## config.mk

```make
export PLATFORM = sky130hd
export DESIGN_NAME = run_detect
export DESIGN_NICKNAME = d
export VERILOG_FILES = /design/src/rtl/run_detect.sv
export SDC_FILE = /design/constraint.sdc
export NUM_CORES = 1
export LEC_CHECK = 0
export ABC_AREA = 1
export BUFFER_PORTS_ARGS = -buffer_cell sky130_fd_sc_hd__buf_2
export CORE_AREA = 2 2 40 42
export CTS_CLUSTER_DIAMETER = 150
export DETAILED_ROUTE_END_ITERATION = 12
export DIE_AREA = 0 0 42 44
export PLACE_DENSITY_LB_ADDON = 0.05
export SETUP_SLACK_MARGIN = 0.5
export SLEW_MARGIN = 5
export SYNTH_ARGS = -nofsm -noshare
export SYNTH_HDL_FRONTEND = slang
export SYNTH_SLANG_ARGS = --single-unit
```

## constraint.sdc

```tcl
create_clock -name CLK -period 1.4 [get_ports CLK]
set_input_delay 0.14 -clock CLK [delete_from_list [all_inputs] [get_ports CLK]]
set_output_delay 0.14 -clock CLK [all_outputs]
set_load 0.05 [all_outputs]
```

## src/rtl/run_detect.sv

```systemverilog
// Serial run detector: flags RUN_LEN consecutive equal bits on w with a registered z.
// Optional rising-edge hit counter on z is enabled by defining RUN_DETECT_HITCNT_EN.
module run_detect #(
    parameter int unsigned RUN_LEN  = 4,
    parameter int unsigned DET_MODE = 0
) (
    input  logic        CLK,
    input  logic        res,
    input  logic        w,
    input  logic        en,
    input  logic        clr,
    output logic        z,
    output logic        z_val,
    output logic [7:0]  run_cnt,
    output logic [1:0]  y
`ifdef RUN_DETECT_HITCNT_EN
    ,
    output logic [15:0] hit_cnt
`endif
);

    localparam logic [7:0] LP_LEN = 8'(RUN_LEN);

    typedef enum logic [1:0] {
        IDLE = 2'b00,
        RUN0 = 2'b01,
        RUN1 = 2'b10,
        BAD  = 2'b11
    } state_t;

    state_t     r_state;
    state_t     w_state_nx;
    logic [7:0] r_cnt;
    logic [7:0] w_cnt_nx;
    logic [7:0] w_cnt_inc;

    // Detection is a pure decode of state and count, so z never sees w combinationally.
    function automatic logic hit_of(input state_t s, input logic [7:0] c);
        logic pol_ok;
        pol_ok = ((s == RUN0) && (DET_MODE != 2)) || ((s == RUN1) && (DET_MODE != 1));
        return pol_ok && (c == LP_LEN);
    endfunction

    assign w_cnt_inc = (r_cnt >= LP_LEN) ? LP_LEN : r_cnt + 8'd1;

    always_ff @(posedge CLK or posedge res) begin
        if (res) begin
            r_state <= IDLE;
            r_cnt   <= 8'd0;
        end else begin
            r_state <= w_state_nx;
            r_cnt   <= w_cnt_nx;
        end
    end

    // The stray code BAD falls through the "not in this run" arms, behaving as IDLE.
    always_comb begin
        w_state_nx = r_state;
        w_cnt_nx   = r_cnt;
        if (clr) begin
            w_state_nx = IDLE;
            w_cnt_nx   = 8'd0;
        end else if (en) begin
            if (!w) begin
                if (r_state == RUN0) begin
                    w_cnt_nx = w_cnt_inc;
                end else begin
                    w_state_nx = RUN0;
                    w_cnt_nx   = 8'd1;
                end
            end else begin
                if (r_state == RUN1) begin
                    w_cnt_nx = w_cnt_inc;
                end else begin
                    w_state_nx = RUN1;
                    w_cnt_nx   = 8'd1;
                end
            end
        end
    end

    assign z       = hit_of(r_state, r_cnt);
    assign z_val   = (r_state == RUN1);
    assign run_cnt = r_cnt;
    assign y       = r_state;

`ifdef RUN_DETECT_HITCNT_EN
    logic [15:0] r_hit;

    always_ff @(posedge CLK or posedge res) begin
        if (res) begin
            r_hit <= 16'd0;
        end else if (!z && hit_of(w_state_nx, w_cnt_nx)) begin
            r_hit <= r_hit + 16'd1;
        end
    end

    assign hit_cnt = r_hit;
`endif

endmodule

```

==> impl_results.md <==
* Status: complete, but fails checks
* Failing checks: negative setup slack
* Synth Warn # at 0
* CTS tree: yes
* Area growth syn-to-layout at 79.7%
* Drt first pass iters at 4
* CTS Buf Count at 3
* Max_cap viols at 0
* All-Layer GR Usage at 0.140
* CP max stage cell: dfrtp_2
* Max IR drop VDD at roughly 0.00056 V
* Fmax at 0.683 GHz
* Top Ports at 17
* Flop pwr share at 0.422
* CP startpoint: y[1]
* Logic pwr share at 0.231
* Final Hold Violating Endpoints at 0
* Min Tclk post-route at 1.46 ns
* Vias in the first global route at roughly 450
* Worst hold path class: input pin to flip-flop
* FF+latch count, synth at 10
* Worst Setup Path Type: flip-flop to primary output
* Worst setup SP type: flip-flop
* Htree depth at 1
* Cell Rows at 14
* Post-route core utilization at 0.670
* GRT overflow at 0
* PwrDens at ~760 nW/um2
* Int Pwr at between 500 and 600 uW
* Slew Viols, Final at 0
* Clock skew at about 0.0041 ns
* Slowest stage delay, CP at roughly 0.46 ns
* Setup slack after layout at -0.0640 ns
* Synth Cell Area at between 500 and 600 um2
* Worst flop-to-flop path startpoint: y[0]
* Iteration-0 DRC Markers at 5
* CP cell instances: ha_4 > nor3_4 > buf_6
* Die height at approximately 44 um
* Final Instance Count excl. Fillers at ~110
* Ant diodes at 0
* Die area at 1850 um2
* Post-placement cell count at 98
* Root Driver: clkbuf_4
* Starting Density at 0.373
* DR vias/cell at about 4.5
* CP arrival at ~1.3 ns
* Fraction of layout cells with a size suffix above 1 at 0.600
* GP Congestion at 0.759
* Sw power at about 200 uW
* Switching Share at 0.271
* Antenna violations before repair at 0
* Pin count of the biggest net entering global routing at 11
* Max Root-Sink Buffers at 2
* Core area at between 1000 and 1500 um2
* Worst R2R Path Depth at 8
* Clock transition at path regs at 0.07 ns
* TNS Setup at -0.0640 ns
* # DRC at 0
* Nets at around 110
* Hold path depth at 3
* Min-delay src: w
* Synthesized Nets at 73
* Distinct cells, synth at 14
* Die W at roughly 42 um
* Relative slew margins at 0.752
* First-pass GRT wire length at roughly 1900 um
* Leakage power at between 0.4 and 0.5 nW
* Worst setup EP type: primary output
* Worst slew pin tran at approximately 0.37 ns
* Unrepaired setup endpoints after global routing: yes
* Via count at 497
* Worst-Skew Late Latency at around 0.26 ns
* Syn Area/Cell at around 8.3 um2
* Setup violations, final at 1
* Routed wire length at ~1200 um
* Post-DP HPWL at slightly above 800 um
* Mapped Cells at 64
* Antenna viol nets, final at 0
* # port buffers at 16
* CP max FO at 4
* Clock Sink Count at 10
* Period utilization at 1.05
* Sequential area share after synthesis at 0.473
* Clock Power Share at 0.347
* WP data required at approximately 1.3 ns
* Wire per inst at about 11 um
==> final timing paths <==
path | end | slack [ns]
min in group asynchronous | y[0] | 0.40
worst min-delay path | y[1] | 0.17
worst max register to register | y[0] | 0.17
max in group asynchronous | run_cnt[2] | 0.70
worst max-delay path | z | -0.06
worst min register to register | run_cnt[6] | 0.55
==> layer usage <==
metal / up-vias / global-route usage / wire length [um]
met4: 0 / 0.0968 / 10
met2: 13 / 0.225 / 614
met1: 224 / 0.175 / 527
met5: - / 0 / 0
met3: 2 / 0.0208 / 61
li1: 258 / - / -
==> area by class of cell <==
cell class / count / area, um2
clock buffer: 4 / 36.3
fill: 108 / 468
inverter: 16 / 60.1
multi-input combinational: 38 / 280
sequential: 10 / 262
tap: 16 / 20.0
timing repair buffer: 27 / 293
==> through the flow <==
| stage | setup WS (ns) | instance area, um2 | hold slack [ns] | power [mW] |
|---|---|---|---|---|
| after global placement | 0.0850 | 692 | 0.141 | 0.426 |
| after floorplan | -0.0720 | 577 | -0.0204 | 0.399 |
| after detailed placement | 0.0834 | 692 | 0.142 | 0.427 |
| final | -0.0640 | 951 | 0.167 | 0.725 |
| after global routing | -0.129 | 951 | 0.173 | 0.762 |
| after CTS | -0.0448 | 893 | 0.160 | 0.730 |
==> timing repair <==
action,4_1_cts,5_1_grt
resized for setup,33,12
endpoints found under the hold margin,10,0
hold buffers,1,0
setup endpoints to repair,17,17
pin swaps,2,5
setup buffers,6,2
==> state kept, by name, indices dropped and copies added (netlist names) <==
signal,cells
y,2
run_cnt,8
==> synth_stat cells <==
cell type,number,area (um2)
inv_1,15,56.3
nand3b_1,1,7.51
nand2_2,1,6.26
nor2_2,3,18.8
nor2_1,7,26.3
nand4_1,3,18.8
inv_2,1,3.75
nand3_1,4,20.0
o21ai_1,1,5.00
ha_1,4,50.1
dfrtp_1,10,250
nand2_1,12,45.0
o21ai_4,1,16.3
nor3_1,1,5.00
==> worst max-delay path: cells and delay by family, from the launching register on <==
kind / cells / cell delay, ns
buffers and inverters: 1 / 0.18
and+or+nand+nor: 1 / 0.16
adders and majority gates: 1 / 0.27
DFF: 1 / 0.46
==> power by group through the flow <==
stage / combinational, mW / clock (mW) / sequential, mW
3_5_place_dp: 0.116 / 0 / 0.311
4_1_cts: 0.160 / 0.266 / 0.304
6_report: 0.168 / 0.251 / 0.306
3_3_place_gp: 0.114 / 0 / 0.311
5_1_grt: 0.180 / 0.275 / 0.306
2_1_floorplan: 0.0636 / 0 / 0.336
==> cells by family after synthesis <==
kind of cell	count (synthesis)	synth area share
compound gates	2	0.0402
fa+ha+maj	4	0.0946
buf+inv	16	0.113
flops	10	0.473
simple gates	32	0.279
==> layout by cell type, fill, tap and decap left out <==
cell / netlist / layout
nand2_1: 12 / 11
inv_1: 15 / 10
buf_8: 0 / 10
dfrtp_2: 0 / 9
nor2_1: 7 / 7
inv_2: 1 / 6
buf_6: 0 / 6
buf_4: 0 / 6
buf_2: 0 / 4
nand4_1: 3 / 3
nor2_2: 3 / 3
ha_4: 0 / 3
clkbuf_4: 0 / 3
nand2_2: 1 / 2
nand3_2: 0 / 2
nand3_1: 4 / 2
o21ai_4: 1 / 1
nor3_4: 0 / 1
nand3b_1: 1 / 1
o21ai_1: 1 / 1
ha_1: 4 / 1
clkbuf_8: 0 / 1
dlygate4sd3_1: 0 / 1
dfrtp_1: 10 / 1
Note: power is estimated with default switching activity, not from simulation.
